$ cat src/rtl/pp_dispatch_if.sv
// Ingress chunk stream and shared parser bus of the path-parser dispatcher.
//   in_*      : ingress beat stream (valid/ready), in_meta_rci sampled on sop
//   pp_ready  : per-parser path_parser_ready
//   pp_*      : registered beat/metadata bus towards the parsers
//   len_err   : packet truncated at the chunk-buffer limit
//   sop_err   : sop seen where it is not expected
// master = traffic source / parser side, slave = dispatcher.
interface pp_dispatch_if #(
   parameter int unsigned NUM_PP     = 4,
   parameter int unsigned DATA_NBITS = 64,
   parameter int unsigned RCI_NBITS  = 8
);
   logic                  in_valid;
   logic [DATA_NBITS-1:0] in_data;
   logic                  in_sop;
   logic                  in_eop;
   logic [RCI_NBITS-1:0]  in_meta_rci;
   logic                  in_ready;
   logic [NUM_PP-1:0]     pp_ready;
   logic                  pp_valid;
   logic [DATA_NBITS-1:0] pp_data;
   logic                  pp_eop;
   logic [1:0]            pp_id;
   logic                  pp_meta_valid;
   logic [RCI_NBITS-1:0]  pp_meta_rci;
   logic                  len_err;
   logic                  sop_err;

   modport master (
      output in_valid, in_data, in_sop, in_eop, in_meta_rci, pp_ready,
      input  in_ready, pp_valid, pp_data, pp_eop, pp_id, pp_meta_valid, pp_meta_rci,
             len_err, sop_err
   );

   modport slave (
      input  in_valid, in_data, in_sop, in_eop, in_meta_rci, pp_ready,
      output in_ready, pp_valid, pp_data, pp_eop, pp_id, pp_meta_valid, pp_meta_rci,
             len_err, sop_err
   );
endinterface

$ cat src/rtl/pp_dispatch.sv
// Path-parser dispatcher. Schedules each ingress packet onto one of NUM_PP parsers
// (round-robin among ready, non-locked parsers), forwards its beats with one cycle
// of latency, truncates packets at MAX_BEATS and emits the metadata beat.
// Ports:
//   clk  : clock
//   rstn : asynchronous reset, active low
//   bus  : pp_dispatch_if.slave (ingress stream, pp_ready, parser bus, error pulses)
module pp_dispatch #(
   parameter int unsigned NUM_PP     = 4,
   parameter int unsigned DATA_NBITS = 64,
   parameter int unsigned RCI_NBITS  = 8,
   parameter int unsigned MAX_BEATS  = 8,
   parameter int unsigned LOCKOUT    = 4
) (
   input logic          clk,
   input logic          rstn,
   pp_dispatch_if.slave bus
);
   localparam int unsigned CNT_NBITS = $clog2(MAX_BEATS) + 1;

   typedef enum logic [1:0] {StIdle, StXfer, StDrop} state_e;

   state_e                state_q, state_d;
   logic [1:0]            rr_q, rr_d;
   logic [1:0]            cur_q, cur_d;
   logic [CNT_NBITS-1:0]  cnt_q, cnt_d, cnt_inc;
   logic [3:0]            lock_q [4];

   logic                  pp_valid_q, pp_eop_q, meta_valid_q, len_err_q, sop_err_q;
   logic [DATA_NBITS-1:0] pp_data_q;
   logic [1:0]            pp_id_q;
   logic [RCI_NBITS-1:0]  meta_rci_q;

   logic [3:0] eligible;
   logic       win_found;
   logic [1:0] win_id, idx;
   logic       ready, accept;
   logic       fwd, fwd_eop, fwd_meta, len_err_d, sop_err_d, load;
   logic [1:0] fwd_id;

   always_comb begin
      eligible = '0;
      for (int k = 0; k < int'(NUM_PP); k++) begin
         eligible[k] = bus.pp_ready[k] && (lock_q[k] == 4'd0);
      end
   end

   // First eligible parser searching from rr_q upwards, modulo NUM_PP.
   always_comb begin
      win_found = 1'b0;
      win_id    = '0;
      idx       = '0;
      for (int i = 0; i < int'(NUM_PP); i++) begin
         idx = 2'((int'(rr_q) + i) % int'(NUM_PP));
         if (!win_found && eligible[idx]) begin
            win_found = 1'b1;
            win_id    = idx;
         end
      end
   end

   // Gated by rstn so nothing is accepted while reset is held.
   assign ready  = rstn && ((state_q == StIdle) ? win_found : 1'b1);
   assign accept = bus.in_valid && ready;

   assign cnt_inc = (cnt_q == CNT_NBITS'(MAX_BEATS)) ? cnt_q : cnt_q + CNT_NBITS'(1);

   always_comb begin
      state_d   = state_q;
      rr_d      = rr_q;
      cur_d     = cur_q;
      cnt_d     = cnt_q;
      fwd       = 1'b0;
      fwd_eop   = 1'b0;
      fwd_meta  = 1'b0;
      fwd_id    = cur_q;
      len_err_d = 1'b0;
      sop_err_d = 1'b0;
      load      = 1'b0;
      unique case (state_q)
         StIdle: begin
            if (accept) begin
               if (bus.in_sop) begin
                  fwd      = 1'b1;
                  fwd_meta = 1'b1;
                  fwd_id   = win_id;
                  cur_d    = win_id;
                  rr_d     = (win_id == 2'(NUM_PP - 1)) ? 2'd0 : win_id + 2'd1;
                  cnt_d    = CNT_NBITS'(1);
                  if (bus.in_eop) begin
                     fwd_eop = 1'b1;
                     load    = 1'b1;
                  end else begin
                     state_d = StXfer;
                  end
               end else begin
                  sop_err_d = 1'b1;
               end
            end
         end
         StXfer: begin
            if (accept) begin
               fwd       = 1'b1;
               sop_err_d = bus.in_sop;
               cnt_d     = cnt_inc;
               if (bus.in_eop) begin
                  fwd_eop = 1'b1;
                  load    = 1'b1;
                  state_d = StIdle;
               end else if (cnt_inc == CNT_NBITS'(MAX_BEATS)) begin
                  // Buffer half full: close the packet and drop the tail.
                  fwd_eop   = 1'b1;
                  load      = 1'b1;
                  len_err_d = 1'b1;
                  state_d   = StDrop;
               end
            end
         end
         StDrop: begin
            if (accept && bus.in_eop) begin
               state_d = StIdle;
            end
         end
         default: state_d = StIdle;
      endcase
   end

   always_ff @(posedge clk or negedge rstn) begin
      if (!rstn) begin
         state_q      <= StIdle;
         rr_q         <= '0;
         cur_q        <= '0;
         cnt_q        <= '0;
         pp_valid_q   <= 1'b0;
         pp_eop_q     <= 1'b0;
         meta_valid_q <= 1'b0;
         len_err_q    <= 1'b0;
         sop_err_q    <= 1'b0;
         pp_data_q    <= '0;
         pp_id_q      <= '0;
         meta_rci_q   <= '0;
         for (int k = 0; k < 4; k++) lock_q[k] <= '0;
      end else begin
         state_q      <= state_d;
         rr_q         <= rr_d;
         cur_q        <= cur_d;
         cnt_q        <= cnt_d;
         pp_valid_q   <= fwd;
         pp_eop_q     <= fwd_eop;
         meta_valid_q <= fwd_meta;
         len_err_q    <= len_err_d;
         sop_err_q    <= sop_err_d;
         if (fwd) begin
            pp_data_q <= bus.in_data;
            pp_id_q   <= fwd_id;
         end
         if (fwd_meta) meta_rci_q <= bus.in_meta_rci;
         // Load on the eop beat takes priority over the per-cycle decrement.
         for (int k = 0; k < 4; k++) begin
            if (load && (fwd_id == 2'(k))) begin
               lock_q[k] <= 4'(LOCKOUT);
            end else if (lock_q[k] != 4'd0) begin
               lock_q[k] <= lock_q[k] - 4'd1;
            end
         end
      end
   end

   assign bus.in_ready      = ready;
   assign bus.pp_valid      = pp_valid_q;
   assign bus.pp_data       = pp_data_q;
   assign bus.pp_eop        = pp_eop_q;
   assign bus.pp_id         = pp_id_q;
   assign bus.pp_meta_valid = meta_valid_q;
   assign bus.pp_meta_rci   = meta_rci_q;
   assign bus.len_err       = len_err_q;
   assign bus.sop_err       = sop_err_q;
endmodule

$ cat src/flat_wrapper.sv
// flat-port wrapper written by rule: the top's interface ports become plain ports
module pp_dispatch_flat 
#(
   parameter int unsigned NUM_PP     = 4,
   parameter int unsigned DATA_NBITS = 64,
   parameter int unsigned RCI_NBITS  = 8,
   parameter int unsigned MAX_BEATS  = 8,
   parameter int unsigned LOCKOUT    = 4
)
  (clk, rstn, bus_in_valid, bus_in_data, bus_in_sop, bus_in_eop, bus_in_meta_rci, bus_pp_ready, bus_in_ready, bus_pp_valid, bus_pp_data, bus_pp_eop, bus_pp_id, bus_pp_meta_valid, bus_pp_meta_rci, bus_len_err, bus_sop_err);
  pp_dispatch_if #(.NUM_PP(NUM_PP), .DATA_NBITS(DATA_NBITS), .RCI_NBITS(RCI_NBITS)) bus_i ();
  input logic clk;
  input logic rstn;
  input wire logic [$bits(bus_i.in_valid)-1:0] bus_in_valid;
  input wire logic [$bits(bus_i.in_data)-1:0] bus_in_data;
  input wire logic [$bits(bus_i.in_sop)-1:0] bus_in_sop;
  input wire logic [$bits(bus_i.in_eop)-1:0] bus_in_eop;
  input wire logic [$bits(bus_i.in_meta_rci)-1:0] bus_in_meta_rci;
  input wire logic [$bits(bus_i.pp_ready)-1:0] bus_pp_ready;
  output wire logic [$bits(bus_i.in_ready)-1:0] bus_in_ready;
  output wire logic [$bits(bus_i.pp_valid)-1:0] bus_pp_valid;
  output wire logic [$bits(bus_i.pp_data)-1:0] bus_pp_data;
  output wire logic [$bits(bus_i.pp_eop)-1:0] bus_pp_eop;
  output wire logic [$bits(bus_i.pp_id)-1:0] bus_pp_id;
  output wire logic [$bits(bus_i.pp_meta_valid)-1:0] bus_pp_meta_valid;
  output wire logic [$bits(bus_i.pp_meta_rci)-1:0] bus_pp_meta_rci;
  output wire logic [$bits(bus_i.len_err)-1:0] bus_len_err;
  output wire logic [$bits(bus_i.sop_err)-1:0] bus_sop_err;
  assign bus_i.in_valid = bus_in_valid;
  assign bus_i.in_data = bus_in_data;
  assign bus_i.in_sop = bus_in_sop;
  assign bus_i.in_eop = bus_in_eop;
  assign bus_i.in_meta_rci = bus_in_meta_rci;
  assign bus_i.pp_ready = bus_pp_ready;
  assign bus_in_ready = bus_i.in_ready;
  assign bus_pp_valid = bus_i.pp_valid;
  assign bus_pp_data = bus_i.pp_data;
  assign bus_pp_eop = bus_i.pp_eop;
  assign bus_pp_id = bus_i.pp_id;
  assign bus_pp_meta_valid = bus_i.pp_meta_valid;
  assign bus_pp_meta_rci = bus_i.pp_meta_rci;
  assign bus_len_err = bus_i.len_err;
  assign bus_sop_err = bus_i.sop_err;
  pp_dispatch #(.NUM_PP(NUM_PP), .DATA_NBITS(DATA_NBITS), .RCI_NBITS(RCI_NBITS), .MAX_BEATS(MAX_BEATS), .LOCKOUT(LOCKOUT)) u_core (.clk(clk), .rstn(rstn), .bus(bus_i));
endmodule
$ cat config.mk
export PLATFORM = sky130hd
export DESIGN_NAME = pp_dispatch_flat
export DESIGN_NICKNAME = d
export VERILOG_FILES = /design/src/rtl/pp_dispatch_if.sv /design/src/rtl/pp_dispatch.sv /design/src/flat_wrapper.sv
export SDC_FILE = /design/constraint.sdc
export NUM_CORES = 1
export LEC_CHECK = 0
export BUFFER_PORTS_ARGS = -buffer_cell sky130_fd_sc_hd__clkbuf_2
export CAP_MARGIN = 20
export CORE_MARGIN = 3
export CORE_UTILIZATION = 50
export CTS_CLUSTER_SIZE = 28
export DETAILED_ROUTE_END_ITERATION = 10
export PLACE_DENSITY = 0.8
export RECOVER_POWER = 50
export SLEW_MARGIN = 10
export SYNTH_ARGS = -nofsm -noshare
export SYNTH_HDL_FRONTEND = slang
export SYNTH_SLANG_ARGS = --single-unit
$ cat constraint.sdc
create_clock -name clk -period 2.5 [get_ports clk]
set_input_delay 0.25 -clock clk [delete_from_list [all_inputs] [get_ports clk]]
set_output_delay 0.25 -clock clk [all_outputs]
set_load 0.05 [all_outputs]
[After elaboration in Yosys (flattened, before gate mapping)]
Cells that the tools add are included.
Word-level totals
  register bits: 105
  output and inout port bits: 80
Cells by class
  $add $sub $neg: 9
  order comparisons: 4
  equality and inequality tests: 14
  multiplexer cells: 61
  reduce and logical (&&, ||, !) cells: 35
Operator list (count)
  two-way mux 4 bit: 12
  two-way mux 2 bit: 15
  two-way mux 1 bit: 25
  logical NOT 4 bit: 4
  nonzero test 4 bit: 4
  subtractor 4 x 1 -> 4 bit (second input constant): 4
  logical AND 1 bit: 14
  less-than comparator 2 x 3 -> 1 bit (second input constant): 4
  nonzero test 2 bit: 5
  binary-select mux 1 bit (select 2 bit): 4
  == test 2 bit (second input constant): 4
  == test 4 bit (second input constant): 2
  case mux 4 bit (2 select lines): 1
  inequality test 2 x 1 -> 1 bit (second input constant): 3
  case mux 1 bit (2 select lines): 3
  case mux 2 bit (3 select lines): 1
  AND reduction 6 bit: 1
  adder 2 x 1 -> 2 bit (second input constant): 2
  adder 2 bit (second input constant): 2
  adder 4 x 1 -> 4 bit (second input constant): 1
  == test 2 x 1 -> 1 bit (second input constant): 2
  logical NOT 2 bit: 2
  inequality test 2 bit (second input constant): 2
  AND reduction 4 bit: 1
  3 further kinds: 5

[Depth between registers and ports, before layout]
Gate-level depths: netlist of run 1.
  word-level depth: 22
  depth in mapped cells: 10
  mapped depth without buffers: 9

[Least setup slack after synthesis of run 1]
No wires, ideal clock.
  path type: register -> register
  start: register u_core.lock_q[4] in the netlist's numbering
  end: register u_core.lock_q[13] in the netlist's numbering
  arrival: 1958 ps
  data required time: 2367 ps
  slack: 409 ps
  stages on the path, launching flop included: 11
  path buffers: 1
  period minus slack after synthesis: 2091 ps
  cells stage by stage: dfrtp_1 inv_1 ha_1 nand4bb_4 nand4_4 and4_4 buf_6 mux2i_4 inv_2 nor3_2 a211oi_1
Between the ends
  longest elaborated chain between the ends: 22
Ends and longest elaborated chain
  start, declared: RTL line pp_dispatch.sv:27  | logic [3:0] lock_q [4];
  start signal, assigned by index: RTL line pp_dispatch.sv:161  | lock_q[k] <= 4'(LOCKOUT);
  start signal, assigned by index: RTL line pp_dispatch.sv:163  | lock_q[k] <= lock_q[k] - 4'd1;
  logical NOT 4 bit (*): RTL line pp_dispatch.sv:44  | eligible[k] = bus.pp_ready[k] && (lock_q[k] == 4'd0);
  logical AND 1 bit (*): RTL line pp_dispatch.sv:44
  binary-select mux 1 bit (select 2 bit): RTL line pp_dispatch.sv:55  | if (!win_found && eligible[idx]) begin
  two-way mux 1 bit (implied by the code): RTL line pp_dispatch.sv:55
  two-way mux 1 bit: RTL line pp_dispatch.sv:55
  logical NOT 1 bit: RTL line pp_dispatch.sv:55
  logical AND 1 bit: RTL line pp_dispatch.sv:55
  two-way mux 1 bit: RTL line pp_dispatch.sv:55
  (+6 left out)
  two-way mux 1 bit: RTL line pp_dispatch.sv:63  | assign ready = rstn && ((state_q == StIdle) ? win_found : 1'b1);
  logical AND 1 bit: RTL line pp_dispatch.sv:63
  logical AND 1 bit: RTL line pp_dispatch.sv:64  | assign accept = bus.in_valid && ready;
  two-way mux 2 bit: RTL line pp_dispatch.sv:82  | if (accept) begin
  two-way mux 2 bit: RTL line pp_dispatch.sv:80  | unique case (state_q)
  logical NOT 2 bit: RTL line pp_dispatch.sv:160  | if (load && (fwd_id == 2'(k))) begin
  logical AND 1 bit (*): RTL line pp_dispatch.sv:160
  two-way mux 4 bit or nonzero test 2 bit (tied branches)
Every way passes the cells marked *; elsewhere a longest branch is shown, timed or not. The select of a mux whose other input is x is not followed.
A chain may end at the register's enable or synchronous reset.

[Worst setup path after layout of run 1]
  start: register u_core.lock_q[4] in the netlist's numbering
  end: output port bus_in_ready
Between the ends
  longest elaborated chain between the ends: 16
Ends and longest elaborated chain
  logical NOT 4 bit (*): RTL line pp_dispatch.sv:44
  logical AND 1 bit (*): RTL line pp_dispatch.sv:44
  binary-select mux 1 bit (select 2 bit): RTL line pp_dispatch.sv:55
  two-way mux 1 bit (implied by the code): RTL line pp_dispatch.sv:55
  two-way mux 1 bit: RTL line pp_dispatch.sv:55
  logical NOT 1 bit: RTL line pp_dispatch.sv:55
  logical AND 1 bit: RTL line pp_dispatch.sv:55
  two-way mux 1 bit: RTL line pp_dispatch.sv:55
  logical NOT 1 bit: RTL line pp_dispatch.sv:55
  logical AND 1 bit: RTL line pp_dispatch.sv:55
  two-way mux 1 bit: RTL line pp_dispatch.sv:55
  logical NOT 1 bit: RTL line pp_dispatch.sv:55
  logical AND 1 bit: RTL line pp_dispatch.sv:55
  two-way mux 1 bit (*): RTL line pp_dispatch.sv:55
  two-way mux 1 bit (*): RTL line pp_dispatch.sv:63
  logical AND 1 bit (*): RTL line pp_dispatch.sv:63
  end, declared: RTL line flat_wrapper.sv:20  | output wire logic [$bits(bus_i.in_ready)-1:0] bus_in_ready;
Marked as above.

==> results of run 1 <==
worst register-to-register path, delay by kind of cell (launching register included):
family	cells	cell delay, ns
compound gates	3	0.59
fa+ha+maj	1	0.24
flops	1	0.41
simple gates	2	0.55
mux	1	0.14
buf+inv	2	0.27
cell usage in the layout (no fill, tap or decap), types with 5 or more instances in the layout:
cell type / n
nand2_1: 13
inv_1: 17
o21ai_0: 5
clkbuf_8: 9
xnor2_1: 5
ha_1: 10
or3_1: 6
dfrtp_1: 105
clkbuf_1: 80
xor2_1: 6
clkbuf_2: 81
nor2_1: 22
a21oi_1: 9
mux2_2: 73
nor3_1: 6
routing by layer:
layer	vias up	global-route usage	wire, um
li1	1518	-	-
met1	1545	0.231	3680
met2	129	0.300	4580
met3	12	0.0758	954
met4	0	0.0583	147
met5	-	0	0
flip-flops by register name, indices dropped and copies added, names as in the netlist, 2 cells and up:
signal / cells
u_core.bus.pp_data: 64
u_core.bus.pp_id: 2
u_core.bus.pp_meta_rci: 8
u_core.cnt_q: 4
u_core.cur_q: 2
u_core.lock_q: 16
u_core.rr_q: 2
u_core.state_q: 2
worst max-delay path by stage:
stage	start	end	slack, ns
2_1_floorplan	u_core.lock_q[4]$_DFFE_PN0P_	u_core.lock_q[13]$_DFFE_PN0P_	0.41
3_3_place_gp	u_core.lock_q[8]$_DFFE_PN0P_	u_core.lock_q[9]$_DFFE_PN0P_	0.24
3_5_place_dp	u_core.lock_q[8]$_DFFE_PN0P_	u_core.lock_q[8]$_DFFE_PN0P_	0.17
4_1_cts	u_core.lock_q[4]$_DFFE_PN0P_	bus_in_ready	0.13
5_1_grt	u_core.lock_q[0]$_DFFE_PN0P_	bus_in_ready	0.01
6_report	u_core.lock_q[4]$_DFFE_PN0P_	bus_in_ready	0.14
power by group through the flow:
stage / clock (mW) / sequential (mW) / combinational, mW
finish: 1.06 / 3.00 / 4.59
global route: 1.17 / 3.13 / 4.89
CTS: 1.09 / 3.02 / 4.80
detailed placement: 0 / 3.04 / 4.78
global placement: 0 / 2.99 / 4.68
floorplan: 0 / 5.06 / 1.62
cell type report:
| type | count | share of cell area |
|---|---|---|
| Clock inverter | 7 | 0.0134 |
| Inverter | 19 | 0.0127 |
| Clock buffer | 9 | 0.0221 |
| Tap cell | 108 | 0.0241 |
| Timing Repair Buffer | 166 | 0.137 |
| Sequential cell | 105 | 0.469 |
| Multi-Input combinational cell | 203 | 0.321 |
kinds of logic (layout without fill, tap and decap cells):
group                    count (synthesis)  in the layout  synth area share
AND/OR/NAND/NOR                         69             69            0.0982
flip-flops                             105            105             0.578
XOR/XNOR                                11             11            0.0212
adder cells (fa/ha/maj)                 10             10            0.0275
AO/OA/AOI/OAI                           38             38            0.0569
buffers and inverters                   29            201            0.0278
multiplexers                            75             75             0.191
metrics by stage:
stage	power, mW	worst slack, ns	utilization
after global routing	9.19	0.0131	0.639
final	8.65	0.140	0.639
after CTS	8.91	0.129	0.651
after detailed placement	7.83	0.167	0.628
after floorplan	6.68	0.409	-
after global placement	7.67	0.244	0.628
==> results.yml, run 1 <==
die:
  dieArea_um2: 10300
  initial_core_util: 0.519
  rows: 34
  io_pins: 161
  fp.dieW_um: 101
  core_um2: 8760
  die_y_um: 101
final_layout:
  antenna_cells: 0
  multi_input_area_um2: 1800
  post-route-cell-area_um2: 5600
  fill_cells: 720
  areaGrowthSynthToFinish_pct: 23.1
  post_route_cells_drive_above_1_share: 0.379
  final-seq-area_um2: 2630
  fin_nets: 595
  final_cells: 617
power_and_ir_drop:
  power.leakage_nw: 2.61
  internal-power_mw: 4.30
  comb_power_share: 0.531
  clkPwrFrac: 0.122
  p_per_area_nw_per_um2: 1550
  p_sw_mw: 4.35
  p_sw_frac: 0.503
  pwr-share-seq: 0.347
  max-vdd-ir-drop_v: 0.000813
cts:
  clkLatencyLatePin_ns: 0.36
  clock-root-buffer: "clkbuf_8"
  post_cts_resized: 0
  hold_buffers: 0
  clkSinkCount: 105
  clk_path_buf_depth: 2
  cts_tree: "built"
  cts_setup_buffers: 0
  clk_pin_slew_worst_paths_ns: 0.11
  htree_levels: 3
  numCtsBuffers: 9
setup_path:
  cp-end-kind: "primary output"
  cpPeakStageDelay_ns: 0.40
  path_max_fanout: 5
  cp_cell_sequence: "inv_1, ha_1, nand4bb_4, nand4_4, or3_1, and2_1, clkbuf_2"
  required_ns: 2.25
  worst-endpoint-arrival_ns: 2.11
  crit_type: "reg -> out"
  path_delay_family: "simple AND/OR/NAND/NOR gates"
  r2r-end: "u_core.lock_q[9]$_DFFE_PN0P_"
  critPathLaunchType: "flop"
  path_depth: 7
  slowest_stage: "dfrtp_1"
  rr_worst_depth: 9
  r2r_slack_ns: 0.19
  timing.critical_path.buf_inv: 2
  timing.rr.start: "u_core.lock_q[8]$_DFFE_PN0P_"
worst_hold_path:
  min-delay-start: "bus_in_data[19]"
  worstHoldPathCells: 2
  min_path_type: "in -> reg"
  hold_end: "u_core.bus.pp_data[19]$_DFFE_PN0P_"
grt:
  grt_pass1_vias: 3286
  antenna_found_initial: 0
  grt_max_degree: 59
  overflow: 0
  grt_pass1_wl_um: 15100
  grt_usage: 0.186
synthesis:
  synth_most_common_cell: "dfrtp_1"
  synthTopCellsByCount: "dfrtp_1 (105), mux2_2 (73), nor2_1 (22)"
  synth-edff-count: 0
  netlist_instances: 337
  synth_top_area_share: 0.578
  ys.flop_type: "dfrtp_1"
  yosys_warnings: 0
  postSynthAreaPerCell_um2: 13.5
  synthArstFlopShare: 1.00
  yosys.cell_types.count: 46
  synth.area.top_cells: "dfrtp_1 (58%), mux2_2 (18%), ha_1 (2.8%)"
  seq_area_frac_synth: 0.578
  synth_top_area_cell: "dfrtp_1"
  netlist_area_um2: 4550
  synth_seq_cells: 105
  synth.net_count: 428
timing:
  tns_ns: 0
  hold_violations: 0
  clock_skew_ns: 0.0122
  slew_violations: 0
  fin_crit_sh: 0.944
  worstMarginPinSlew_ns: 1.37
  relSlewSlack: 0.0835
  holdWs_ns: 0.107
  period_needed_ns: 2.36
  rsz0062_at_grt: "no"
  setup_violations: 0
  fmax_ghz: 0.424
place:
  portBuffers: 160
  gp_congestion: 0.861
  dpl.hpwl_um: 6980
  dp.cells: 601
  dpl_cell_area_um2: 5510
flow_run:
  cap_violations: 0
outcome:
  status: "completed"
routing:
  first_iter_violations: 91
  drc: 0
  dr.pass1.iters: 4
  via_per_inst: 5.19
  wl_per_cell_um: 15.2
  wirelength_um: 9360
  drtAntennaViolNets: 0
  num_vias: 3204
(Power assumes the default switching activity.)
==> run 2: changes to the inputs <==
--- a/config.mk
+++ b/config.mk
@@ -5,12 +5,14 @@
 export SDC_FILE = /design/constraint.sdc
 export NUM_CORES = 1
 export LEC_CHECK = 0
+export ABC_AREA = 1
 export BUFFER_PORTS_ARGS = -buffer_cell sky130_fd_sc_hd__clkbuf_2
 export CAP_MARGIN = 20
 export CORE_MARGIN = 3
 export CORE_UTILIZATION = 50
 export CTS_CLUSTER_SIZE = 28
 export DETAILED_ROUTE_END_ITERATION = 10
+export GPL_TIMING_DRIVEN = 0
 export PLACE_DENSITY = 0.8
 export RECOVER_POWER = 50
 export SLEW_MARGIN = 10
==> run 2 against run 1 <==
- wire length increased by 18%
- sequential power decreased by 1%
- die area increased by 2.8%
- area after synthesis increased by 3.0%
- worst setup slack got worse by 0.013 ns
- utilization increased by 1.4 points
- clock power decreased by 7%
- largest power group unchanged
==> results.yml, run 2 <==
synthesis:
  synth_seq_cells: 105
  yosys.area_share.simple: 0.297
  netlist_instances: 540
  seq_area_frac_synth: 0.561
  synth_most_common_cell: "nand2_1"
  synth.area.top_cells: "dfrtp_1 (56%), nand2_1 (21%), ha_1 (2.7%)"
  synth_compound_area_frac: 0.0307
  synthTopCellsByCount: "nand2_1 (260), dfrtp_1 (105), inv_1 (33)"
  synth_top_area_share: 0.561
  synth-edff-count: 0
  synthAdderAreaFrac: 0.0267
  postSynthAreaPerCell_um2: 8.67
  yosys_warnings: 0
  synth.net_count: 631
  synth_top_family_by_area: "simple AND/OR/NAND/NOR gates"
  yosys.cell_types.count: 30
  muxShareOfSynthArea: 0
  netlist_area_um2: 4680
  ys.flop_type: "dfrtp_1"
  synth_top_area_cell: "dfrtp_1"
  synthXorXnorAreaFrac: 0.0297
  synthArstFlopShare: 1.00
grt:
  grt_max_degree: 71
  antenna_found_initial: 0
  overflow: 0
  grt_pass1_wl_um: 18300
  grt_usage: 0.220
  grt_pass1_vias: 4095
routing:
  drtAntennaViolNets: 0
  first_iter_violations: 172
  wl_per_cell_um: 13.4
  drc: 0
  via_per_inst: 4.91
  wirelength_um: 11000
  num_vias: 4052
  dr.pass1.iters: 4
final_layout:
  fin_nets: 805
  mostFrequentLayoutCell: "nand2_1"
  largest_reg_flops: 64
  areaGrowthSynthToFinish_pct: 24.1
  final-seq-area_um2: 2630
  multi_input_area_um2: 1810
  post_route_cells_drive_above_1_share: 0.251
  antenna_cells: 0
  fill_cells: 744
  layout_common_cells: "nand2_1 (258), clkbuf_2 (120), dfrtp_1 (105)"
  final_core_util: 0.654
timing:
  rsz0062_at_grt: "yes"
  slew_violations: 0
  clock_skew_ns: 0.0138
  worstMarginPinSlew_ns: 0.634
  period_needed_ns: 2.37
  setup_violations: 0
  fmax_ghz: 0.421
  hold_violations: 0
  relSlewSlack: 0.579
  fin_crit_sh: 0.949
die:
  dieArea_um2: 10600
  io_pins: 161
  core_um2: 8890
  fp.dieW_um: 103
  rows: 34
  die_y_um: 103
  initial_core_util: 0.527
power_and_ir_drop:
  p_sw_frac: 0.541
  comb_power_share: 0.567
  max-vdd-ir-drop_v: 0.000954
  pwr-share-seq: 0.325
  power_mw: 9.10
  power.leakage_nw: 3.27
  p_per_area_nw_per_um2: 1570
  internal-power_mw: 4.18
  clkPwrFrac: 0.108
  p_sw_mw: 4.92
place:
  dpl.hpwl_um: 8540
  gp_congestion: 0.817
  portBuffers: 160
flow_run:
  cap_violations: 0
setup_path:
  slowest_stage: "dfrtp_1"
  critPathLaunchType: "flop"
  cp_common_cell: "nand2_2"
  cpPeakStageDelay_ns: 0.40
  required_ns: 2.25
  path_max_fanout: 6
  cp-end-kind: "primary output"
  cp_cell_sequence: "inv_1, ha_1, nand4_1, nand3_1, nand2_2, nand2_2, nor2_4, nand3_4, and2_1, buf_4"
  crit_type: "reg -> out"
  worst-endpoint-arrival_ns: 2.12
cts:
  clk_pin_slew_worst_paths_ns: 0.11
  cts_tree: "built"
  numCtsBuffers: 9
  htree_levels: 3
  clock-root-buffer: "clkbuf_8"
  clkSinkCount: 105
  clk_path_buf_depth: 2
  clkLatencyLatePin_ns: 0.36
worst_hold_path:
  min_path_type: "in -> reg"
outcome:
  status: "completed"
[run 2: cells by family (layout without fill, tap and decap cells)]
group,Yosys count,after routing
buffers and inverters,54,232
AND/OR/NAND/NOR,329,329
flip-flops,105,105
adder cells (fa/ha/maj),10,10
AO/OA/AOI/OAI,27,27
XOR/XNOR,15,15
[run 2: layout make-up]
cell class,count,share of cell area
inverter,36,0.0233
clock buffer,10,0.0237
timing repair buffer,163,0.139
multi-input combinational,381,0.311
tap,108,0.0233
buffer,18,0.0207
clock inverter,5,0.00689
sequential,105,0.452
[run 2: worst paths after layout]
path                            slack (ns)                          startpoint  cells after the start                                  to
worst max-delay path                  0.13        u_core.lock_q[4]$_DFFE_PN0P_                     10                        bus_in_ready
worst min-delay path                  0.08                     bus_in_data[11]                      3  u_core.bus.pp_data[11]$_DFFE_PN0P_
worst max register to register        0.25        u_core.lock_q[0]$_DFFE_PN0P_                     15       u_core.lock_q[15]$_DFFE_PN0P_
worst min register to register        0.49  u_core.bus.pp_data[14]$_DFFE_PN0P_                      2  u_core.bus.pp_data[14]$_DFFE_PN0P_
max in group asynchronous             1.49                                rstn                      3  u_core.bus.pp_data[22]$_DFFE_PN0P_
min in group asynchronous             0.37                                rstn                      2       u_core.lock_q[14]$_DFFE_PN0P_
[run 2: worst max-delay path: cells and delay by family, from the launching register on]
kind          cells  cell delay (ns)
simple gates      7             0.87
flops             1             0.40
buf+inv           2             0.27
fa+ha+maj         1             0.22
[run 2: what timing repair did]
item                                    CTS  global route
setup buffers                             0             1
endpoints found under the setup margin    0            11
gates resized for setup                   0             5
hold buffers                              1             0
hold endpoints to repair                 39             0
[run 2: routing by layer]
layer / global-route usage / share of wire / vias up
li1: - / - / 2017
met1: 0.278 / 0.42 / 1883
met2: 0.367 / 0.49 / 133
met3: 0.0643 / 0.074 / 19
met4: 0.0707 / 0.015 / 0
met5: 0 / 0 / -
[run 2: power by group through the flow]
stage	clock network [mW]	logic [mW]	registers, mW
6_report	0.982	5.16	2.96
5_1_grt	1.09	5.66	3.05
4_1_cts	1.01	5.25	2.96
3_5_place_dp	0	5.25	2.96
3_3_place_gp	0	5.09	2.94
2_1_floorplan	0	2.05	4.91
[run 2: through the flow]
stage / TNS, ns / setup slack, ns / area (um^2) / std cells / hold WS [ns]
CTS: 0 / 0.0335 / 5840 / 825 / 0.0618
floorplan: 0 / 0.390 / 4680 / 540 / -0.0456
global placement: -138.08 / -1.21 / 5620 / 808 / 0.444
global route: -0.0355 / -0.0355 / 5810 / 826 / 0.0545
detailed placement: 0 / 0.208 / 5660 / 809 / 0.201
finish: 0 / 0.127 / 5810 / 826 / 0.0757
